==> config.mk <==
export PLATFORM = sky130hd
export DESIGN_NAME = ws2812_rx
export DESIGN_NICKNAME = d
export VERILOG_FILES = /design/src/rtl/ws2812_pkg.sv /design/src/rtl/ws2812_sync_edge.sv /design/src/rtl/ws2812_rx.sv
export SDC_FILE = /design/constraint.sdc
export NUM_CORES = 1
export LEC_CHECK = 0
export BUFFER_PORTS_ARGS = -buffer_cell sky130_fd_sc_hd__buf_2
export CORE_MARGIN = 4
export CORE_UTILIZATION = 59
export DETAILED_ROUTE_END_ITERATION = 10
export GPL_TIMING_DRIVEN = 0
export PLACE_DENSITY = 0.81
export SYNTH_ARGS = -nofsm -noshare
export SYNTH_HDL_FRONTEND = slang
export SYNTH_SLANG_ARGS = --single-unit
==> constraint.sdc <==
create_clock -name clk -period 3.32 [get_ports clk]
set_clock_uncertainty 0.2 [all_clocks]
set_input_delay 0.498 -clock clk [delete_from_list [all_inputs] [get_ports clk]]
set_output_delay 0.498 -clock clk [all_outputs]
set_load 0.02 [all_outputs]
==> src/rtl/ws2812_pkg.sv <==
// Shared WS2812 definitions: receiver states, nominal line timing at 100 MHz
// and small helpers used by both the transmit and receive sides.
package ws2812_pkg;

    typedef enum logic [1:0] {
        ARM,
        GAP,
        HIGH,
        ERR
    } ws2812_state_e;

    localparam int T0H         = 40;
    localparam int T1H         = 80;
    localparam int T_BIT       = 125;
    localparam int T_RESET_CYC = 5000;

    function automatic int timer_width(input int t_max);
        return $clog2(t_max + 1);
    endfunction

    // Low portion of a nominal bit cell for the given bit value.
    function automatic int low_time(input logic b);
        return T_BIT - (b ? T1H : T0H);
    endfunction

endpackage

==> src/rtl/ws2812_sync_edge.sv <==
// Two-flop synchronizer for an asynchronous line plus a registered copy
// for single-cycle rise/fall detection on the synchronized signal.
module ws2812_sync_edge (
    input  logic clk,
    input  logic rst,
    input  logic din,
    output logic din_s,
    output logic rise,
    output logic fall
);

    logic meta_q, meta_d;
    logic sync_q, sync_d;
    logic prev_q, prev_d;

    always_comb begin
        meta_d = din;
        sync_d = meta_q;
        prev_d = sync_q;
    end

    always_ff @(posedge clk or posedge rst) begin
        if (rst) begin
            meta_q <= 1'b0;
            sync_q <= 1'b0;
            prev_q <= 1'b0;
        end else begin
            meta_q <= meta_d;
            sync_q <= sync_d;
            prev_q <= prev_d;
        end
    end

    assign din_s = sync_q;
    assign rise  = sync_q & ~prev_q;
    assign fall  = ~sync_q & prev_q;

endmodule

==> src/rtl/ws2812_rx.sv <==
// WS2812 one-wire receiver: measures high pulse widths on the synchronized
// line, assembles 24-bit pixel words and reports frame boundaries.
module ws2812_rx
    import ws2812_pkg::*;
#(
    parameter int T_MIN_HIGH     = 20,
    parameter int T_THRESH       = 60,
    parameter int T_MAX_HIGH     = 100,
    parameter int T_RESET        = T_RESET_CYC,
    parameter int PX_COUNT_WIDTH = 6,
    parameter int BITS_PER_PIXEL = 24
) (
    input  logic                      clk,
    input  logic                      rst,
    input  logic                      din,
    output logic [BITS_PER_PIXEL-1:0] pixel_data,
    output logic                      pixel_valid,
    output logic [PX_COUNT_WIDTH-1:0] pixel_index,
    output logic                      frame_done,
    output logic [PX_COUNT_WIDTH-1:0] frame_len,
    output logic                      err
);

    localparam int TW = timer_width(T_RESET);
    localparam int BW = $clog2(BITS_PER_PIXEL);

    logic din_s, rise, fall;

    ws2812_sync_edge u_sync (
        .clk   (clk),
        .rst   (rst),
        .din   (din),
        .din_s (din_s),
        .rise  (rise),
        .fall  (fall)
    );

    ws2812_state_e             state_q, state_d;
    logic [TW-1:0]             timer_q, timer_d;
    logic [BW-1:0]             bit_cnt_q, bit_cnt_d;
    logic [PX_COUNT_WIDTH-1:0] px_cnt_q, px_cnt_d;
    logic [BITS_PER_PIXEL-1:0] shift_q, shift_d;
    logic [BITS_PER_PIXEL-1:0] pixel_data_q, pixel_data_d;
    logic                      pixel_valid_q, pixel_valid_d;
    logic [PX_COUNT_WIDTH-1:0] pixel_index_q, pixel_index_d;
    logic                      frame_done_q, frame_done_d;
    logic [PX_COUNT_WIDTH-1:0] frame_len_q, frame_len_d;
    logic                      err_q, err_d;

    logic [TW-1:0]             high_len;
    logic [BITS_PER_PIXEL-1:0] new_word;
    logic                      bit_val, quiet, gap_end;

    // On the falling-edge cycle the timer holds (high cycles - 1).
    always_comb begin
        high_len = timer_q + TW'(1);
        bit_val  = (high_len >= TW'(T_THRESH));
        new_word = {shift_q[BITS_PER_PIXEL-2:0], bit_val};
        quiet    = !din_s && !fall && (timer_q >= TW'(T_RESET - 1));
        gap_end  = !rise && (timer_q == TW'(T_RESET - 1));
    end

    always_comb begin
        state_d       = state_q;
        timer_d       = timer_q;
        bit_cnt_d     = bit_cnt_q;
        px_cnt_d      = px_cnt_q;
        shift_d       = shift_q;
        pixel_data_d  = pixel_data_q;
        pixel_valid_d = 1'b0;
        pixel_index_d = pixel_index_q;
        frame_done_d  = 1'b0;
        frame_len_d   = frame_len_q;
        err_d         = err_q;

        if (rise || fall) begin
            timer_d = '0;
        end else if (timer_q != TW'(T_RESET)) begin
            timer_d = timer_q + TW'(1);
        end

        case (state_q)
            ARM, ERR: begin
                if (quiet) begin
                    state_d   = GAP;
                    bit_cnt_d = '0;
                    px_cnt_d  = '0;
                    shift_d   = '0;
                end
            end
            GAP: begin
                if (rise) begin
                    state_d = HIGH;
                end else if (gap_end) begin
                    if (px_cnt_q != '0 || bit_cnt_q != '0) begin
                        frame_done_d = 1'b1;
                        frame_len_d  = px_cnt_q;
                    end
                    if (bit_cnt_q != '0) begin
                        err_d = 1'b1;
                    end
                    bit_cnt_d = '0;
                    px_cnt_d  = '0;
                    shift_d   = '0;
                end
            end
            HIGH: begin
                if (fall) begin
                    state_d = GAP;
                    if (high_len < TW'(T_MIN_HIGH)) begin
                        err_d = 1'b1;
                    end else if (high_len > TW'(T_MAX_HIGH)) begin
                        err_d   = 1'b1;
                        state_d = ERR;
                    end else if (bit_cnt_q == BW'(BITS_PER_PIXEL - 1)) begin
                        shift_d       = '0;
                        bit_cnt_d     = '0;
                        pixel_data_d  = new_word;
                        pixel_index_d = px_cnt_q;
                        pixel_valid_d = 1'b1;
                        if (&px_cnt_q) begin
                            err_d = 1'b1;
                        end else begin
                            px_cnt_d = px_cnt_q + PX_COUNT_WIDTH'(1);
                        end
                    end else begin
                        shift_d   = new_word;
                        bit_cnt_d = bit_cnt_q + BW'(1);
                    end
                end else if (timer_q >= TW'(T_MAX_HIGH)) begin
                    err_d   = 1'b1;
                    state_d = ERR;
                end
            end
            default: state_d = ARM;
        endcase
    end

    always_ff @(posedge clk or posedge rst) begin
        if (rst) begin
            state_q       <= ARM;
            timer_q       <= '0;
            bit_cnt_q     <= '0;
            px_cnt_q      <= '0;
            shift_q       <= '0;
            pixel_data_q  <= '0;
            pixel_valid_q <= 1'b0;
            pixel_index_q <= '0;
            frame_done_q  <= 1'b0;
            frame_len_q   <= '0;
            err_q         <= 1'b0;
        end else begin
            state_q       <= state_d;
            timer_q       <= timer_d;
            bit_cnt_q     <= bit_cnt_d;
            px_cnt_q      <= px_cnt_d;
            shift_q       <= shift_d;
            pixel_data_q  <= pixel_data_d;
            pixel_valid_q <= pixel_valid_d;
            pixel_index_q <= pixel_index_d;
            frame_done_q  <= frame_done_d;
            frame_len_q   <= frame_len_d;
            err_q         <= err_d;
        end
    end

    assign pixel_data  = pixel_data_q;
    assign pixel_valid = pixel_valid_q;
    assign pixel_index = pixel_index_q;
    assign frame_done  = frame_done_q;
    assign frame_len   = frame_len_q;
    assign err         = err_q;

endmodule

==> results.cfg, run 1 <==
[placement]
gp_congestion = 0.898
dp_hpwl_mm = 6.49
port-buffer-count = 41
place_ws_ns = 0.292

[power]
power.density_nw_per_um2 = 379
p_leak_nw = 2.65
ir_worst_vdd_uv = 207

[worst_setup_path]
endpoint_kind = register
cp.arrival_ns = 3.12
cp.required_ns = 3.38
rr_worst_depth = 12
path_max_fanout = 10
crit_type = register to register
start_kind = register

[drt]
avgViaCountPerCell = 5.85
drc = 0
ant_nets = 0
drt_iter0_markers = 163
totalWireLength_mm = 9.11
wl_per_cell_um = 16.1
dr.pass1.iters = 4
via_count = 3305

[logic_synthesis]
async_flop_share_pct = 100
synth_edf_count = 0
syn_nets = 419
ys.flop_type = dfrtp_1
ys_ff_latch = 91
yosysUniqueCellTypes = 56
synth_cells = 404
synth_area_sq_um = 4630
yosys_warnings = 0
synth.yosys.seq_area_share_pct = 49.2
syn_avg_cell_area_sq_um = 11.5

[timing]
slew_headroom_pct = 65.7
period_share_pct = 92.2
final-setup-viol-count = 0
hold_violations = 0
min_period_ns = 3.06
layout_setup_ws_ns = 0.260
rsz0062_at_grt = false
fmax_mhz = 327
slew_violations = 0
worst_pin_slew_ns = 0.508
setup_tns_ns = 0

[global_route]
grt_pass1_vias = 3288
grt_overflow_total = 0
antenna_found_initial = 0
grt_max_degree = 53
grt.total_usage_pct = 21.4
grt_pass1_wl_mm = 15.6

[floorplanning]
fp.dieArea_sq_um = 9330
num_rows = 32
start_util_pct = 60.2
core_area_sq_um = 7690
die_x_um = 96.6
die_h_um = 96.6
ioPinCount = 42

[clocking]
cts.sinks = 91
cts_tree = yes
cts_resized = 0
htreeDepth = 3
insertion_delay_ns = 0.37
clkTransAtPathRegs_ns = 0.10
clock_path_buffers = 2
numCtsBuffers = 9
root_buffer = clkbuf_8

[hold_path]
hold_path.class = input port to register
holdPathStages = 1

[finish]
fin_util_pct = 67.7
n_antenna_cell = 0
drive_gt1_share_pct = 27.4
synthToLayoutAreaGrowth_pct = 12.4
fin_nets = 473

[run]
maxCapViolCount = 0

[status]
status = finished clean
flip-flops by register name (all words and copies together) (netlist names), 2 cells and up:
signal and flops:
shift_q 23, timer_q 13, bit_cnt_q 5, px_cnt_q 6, pixel_index 6, pixel_data 24
frame_len 6, state_q 2
synthesized netlist by cell type (3+ instances only):
cell type,instances,area [sq um]
buf_6,7,78.8
nor4_1,5,31.3
mux2_2,7,78.8
and4_1,3,26.3
inv_1,19,71.3
xnor2_1,6,52.6
or3_1,3,18.8
nor2_1,34,128
a211o_1,4,35.0
buf_2,11,55.1
a21oi_1,6,30.0
clkbuf_1,5,18.8
ha_1,12,150
a221o_1,7,70.1
a31oi_1,3,18.8
a22o_1,20,175
dfrtp_1,91,2280
xor2_1,5,43.8
and3_1,10,62.6
o21bai_1,3,22.5
mux2i_1,4,40.0
nand2b_1,3,18.8
mux2_4,30,450
nand2_1,27,101
nor3_1,10,50.1
nand4_1,6,37.5
nand3_1,18,90.1
o21ai_0,8,40.0
a21o_1,3,22.5
worst paths after layout:
path | startpoint | endpoint | slack [ns]
max in group asynchronous | rst | state_q[1]$_DFFE_PP0P_ | 1.78
worst max-delay path | timer_q[0]$_DFFE_PP0P_ | shift_q[0]$_DFFE_PP0P_ | 0.26
worst max register to register | timer_q[0]$_DFFE_PP0P_ | shift_q[0]$_DFFE_PP0P_ | 0.26
min in group asynchronous | rst | shift_q[10]$_DFFE_PP0P_ | 0.52
worst min register to register | u_sync.meta_q$_DFF_PP0_ | u_sync.din_s$_DFF_PP0_ | 0.17
worst min-delay path | din | u_sync.meta_q$_DFF_PP0_ | 0.04
placed cells by master (no fill, tap or decap), drive strengths merged, types with 2 or more instances in the layout:
master,count
xnor2,6
or4,2
nand2b,3
a211o,4
o21bai,3
clkinv,3
mux2i,4
nor4,5
ha,12
a221o,7
a22o,20
a21oi,6
nor2,34
o31a,2
mux2,37
nor3,11
and3,12
inv,23
o21ai,9
a21o,3
a31oi,5
o211a,2
and4,3
dfrtp,91
clkbuf,14
or3,3
buf,61
nand4,6
o211ai,2
nand3,21
or2,2
nand2,27
xor2,5
cell families after synthesis:
kind of cell | count (synthesis) | share of synthesized area (%)
buf+inv | 43 | 5.00
xor+xnor | 11 | 2.08
simple gates | 135 | 15.5
compound gates | 71 | 12.7
flops | 91 | 49.2
fa+ha+maj | 12 | 3.24
mux | 41 | 12.3
power breakdown:
part	total, W	internal (W)	switching (W)
Sequential	0.00112	0.00112	0.00000541
Combinational	0.000105	0.0000353	0.0000701
Clock	0.000748	0.000299	0.000449
Total	0.00197	0.00145	0.000524
routing by layer:
layer | GRT usage (%) | up-vias | share of wire (%)
met4 | 9.70 | 0 | 2.4
li1 | - | 1566 | -
met2 | 34.3 | 107 | 47
met5 | 0 | - | 0
met1 | 28.6 | 1610 | 45
met3 | 3.41 | 22 | 5.2
layout make-up:
type	count	area, sq um
Buffer	24	160
Clock buffer	9	124
Clock inverter	7	76.3
Fill cell	605	2480
Inverter	19	73.8
Multi-Input combinational cell	270	2120
Sequential cell	91	2280
Tap cell	102	128
Timing Repair Buffer	43	243
per-stage QoR:
step                area, sq um  cells  power, W  hold slack, ns
floorplan                  4630    404   0.00122           0.131
global placement           4960    547   0.00124           0.146
detailed placement         4990    548   0.00125           0.139
CTS                        5200    565   0.00200          0.0184
global route               5200    565   0.00207          0.0224
finish                     5200    565   0.00197          0.0373
worst max-delay path: stages (launching register included):
cell	delay [ns]
dfrtp_1	0.35
buf_2	0.18
inv_1	0.06
ha_1	0.30
and2b_1	0.23
a21oi_1	0.08
a311o_1	0.39
a31oi_4	0.27
nand3_4	0.17
a21o_1	0.22
buf_6	0.14
buf_6	0.14
a22o_1	0.22
what timing repair did:
action,CTS,global route
setup buffers,0,0
endpoints found under the hold margin,39,0
hold buffers,1,0
No activity file was read; power rests on OpenSTA's default activity.
==> run 2, diff against run 1 <==
--- a/config.mk
+++ b/config.mk
@@ -10,7 +10,10 @@
 export CORE_UTILIZATION = 59
 export DETAILED_ROUTE_END_ITERATION = 10
 export GPL_TIMING_DRIVEN = 0
+export MAX_ROUTING_LAYER = met4
 export PLACE_DENSITY = 0.81
+export SLEW_MARGIN = 10
 export SYNTH_ARGS = -nofsm -noshare
 export SYNTH_HDL_FRONTEND = slang
+export SYNTH_HIERARCHICAL = 1
 export SYNTH_SLANG_ARGS = --single-unit
==> results.cfg, run 2 <==
[power]
p_clk_share_pct = 42.8
switching_share_pct = 21.9
p_sw_w = 0.000462
power.density_nw_per_um2 = 411
p_leak_nw = 2.56
pwr-share-comb_pct = 3.8
p_int_w = 0.00165
ir_worst_vdd_uv = 260
total_power_w = 0.00211
power_frac_seq_pct = 53.4

[status]
status = finished clean

[global_route]
grt_pass1_wl_mm = 15.3
antenna_found_initial = 0
grt_max_degree = 62
grt_pass1_vias = 3111
grt.total_usage_pct = 22.3
grt_overflow_total = 0

[timing]
min_period_ns = 3.22
fmax_mhz = 311
layout_setup_ws_ns = 0.102
slew_violations = 0
final-setup-viol-count = 0
hold_violations = 0
worst_pin_slew_ns = 0.635
slew_headroom_pct = 57.1
period_share_pct = 96.9

[finish]
drive_gt1_share_pct = 28.3
layout_common_cells = dfrtp_1, buf_2, nand2_1, mux2_4, a22o_1
largest_reg_flops = 24
n_antenna_cell = 0
fin_util_pct = 70.7
layout_commonest_cell = dfrtp_1
fin_nets = 459
fill_cells = 522
synthToLayoutAreaGrowth_pct = 16.3

[logic_synthesis]
yosysTopAreaCell = dfrtp_1
yosysMostFrequentCell = dfrtp_1
syn_nets = 396
synth_area_sq_um = 4410
async_flop_share_pct = 100
ys_ff_latch = 91
synth_cells = 384
synth_edf_count = 0
synth.area.top_cells = dfrtp_1, mux2_4, a22o_1, nand2_1, ha_1
yosysUniqueCellTypes = 56
synth.yosys.seq_area_share_pct = 51.7
synth_top_cell_area_share_pct = 51.7
syn_avg_cell_area_sq_um = 11.5
yosys_warnings = 6
ys.flop_type = dfrtp_1
synth_common_cells = dfrtp_1, nand2_1, mux2_4

[clocking]
cts_tree = yes
htreeDepth = 3
numCtsBuffers = 9
clkTransAtPathRegs_ns = 0.09
cts.sinks = 91
root_buffer = clkbuf_8
clock_path_buffers = 2
insertion_delay_ns = 0.35

[floorplanning]
core_area_sq_um = 7250
start_util_pct = 60.8
num_rows = 31
die_h_um = 94.4
ioPinCount = 42
die_x_um = 94.4
fp.dieArea_sq_um = 8920

[drt]
ant_nets = 0
dr.pass1.iters = 5
drt_iter0_markers = 241
wl_per_cell_um = 16.7
wl_met3_um = 398
totalWireLength_mm = 9.18
wl_met1_mm = 4.14
via_count = 3253
top_layer = met4
wl_met2_mm = 4.48
drc = 0
avgViaCountPerCell = 5.90

[placement]
dp_hpwl_mm = 6.29
port-buffer-count = 41
place_ws_ns = -0.211
gp_congestion = 0.882

[worst_setup_path]
max_stage_delay_ns = 0.54
start_kind = register
cpMaxStageDelayCell = or4_4
crit_buf_inv = 3
cpMostUsedCell = nand3_4
cp.required_ns = 3.35
cp.arrival_ns = 3.25
cpLargestDelayFamily = simple AND/OR/NAND/NOR gates
r2r_slack_ns = 0.10
endpoint_kind = register
crit_type = register to register
path_cells = ha_1 > clkbuf_4 > nand3_4 > or3_1 > nand4_1 > a211oi_4 > buf_4 > nand3_4 > or4_4 > buf_6 > mux2_4
path_max_fanout = 10

[run]
maxCapViolCount = 0

[hold_path]
hold_path.class = input port to register
==> run 2: cell count changes after synthesis, sizes merged, moves of 7 or more <==
cell and change:
and3 -10, nor2 -13, o21ai +10, nand3 -10
mux2 -7, nand2 +14
==> run 2: power by group through the flow <==
| stage | clock network (W) | registers [W] | logic, W |
|---|---|---|---|
| 2_1_floorplan | 0 | 0.00114 | 0.0000565 |
| 3_3_place_gp | 0 | 0.00115 | 0.0000719 |
| 3_5_place_dp | 0 | 0.00115 | 0.0000789 |
| 4_1_cts | 0.000923 | 0.00113 | 0.0000812 |
| 5_1_grt | 0.000972 | 0.00113 | 0.0000926 |
| 6_report | 0.000902 | 0.00113 | 0.0000805 |
==> run 2: metal layers <==
layer  up-vias  track usage [%]
li1       1519                -
met5         -                -
met3        16             3.98
met4         0             7.46
met1      1613             30.1
met2       105             34.5
==> run 2: cell type report <==
| cell class | count | area (sq um) | share of cell area (%) |
|---|---|---|---|
| inverters | 19 | 73.8 | 1.44 |
| multi-input cells | 255 | 1980 | 38.6 |
| clock inverters | 7 | 121 | 2.37 |
| repair buffers | 52 | 310 | 6.05 |
| clock buffers | 9 | 124 | 2.42 |
| well taps | 99 | 124 | 2.42 |
| flip-flops and latches | 91 | 2280 | 44.5 |
| plain buffers | 19 | 114 | 2.22 |
==> run 2: what timing repair did <==
action | 4_1_cts | 5_1_grt
resized for setup | 4 | 4
setup buffers | 3 | 6
hold buffers | 1 | 0
pin swaps | 1 | 2
hold endpoints to repair | 30 | 0
endpoints found under the setup margin | 51 | 51
==> run 2: kinds of logic after synthesis <==
family / count (synthesis) / share of synthesized area, %
simple gates: 126 / 15.3
flops: 91 / 51.7
buf+inv: 38 / 4.15
xor+xnor: 12 / 2.38
compound gates: 78 / 13.7
fa+ha+maj: 9 / 2.56
mux: 30 / 10.2
==> run 2: path summary, 6_finish.rpt <==
kind	startpoint	endpoint	depth (start not counted)
setup / recovery	timer_q[0]$_DFFE_PP0P_	pixel_data[0]$_DFFE_PP0P_	11
hold / removal	din	u_sync/meta_q$_DFF_PP0_	1
setup reg to reg	timer_q[0]$_DFFE_PP0P_	pixel_data[0]$_DFFE_PP0P_	11
hold reg to reg	u_sync/meta_q$_DFF_PP0_	u_sync/din_s$_DFF_PP0_	0
max in group asynchronous	rst	pixel_data[16]$_DFFE_PP0P_	4
min in group asynchronous	rst	u_sync/prev_q$_DFF_PP0_	3
==> run 2: through the flow <==
| stage | setup TNS (ns) | hold slack [ns] | area (sq um) | instances |
|---|---|---|---|---|
| 6_report | 0 | 0.0495 | 5120 | 551 |
| 5_1_grt | -0.240 | 0.0342 | 5120 | 551 |
| 4_1_cts | 0 | 0.0410 | 5060 | 545 |
| 3_5_place_dp | -9.02 | 0.145 | 4770 | 525 |
| 3_3_place_gp | -60.19 | 0.143 | 4740 | 524 |
| 2_1_floorplan | 0 | 0.0516 | 4410 | 384 |
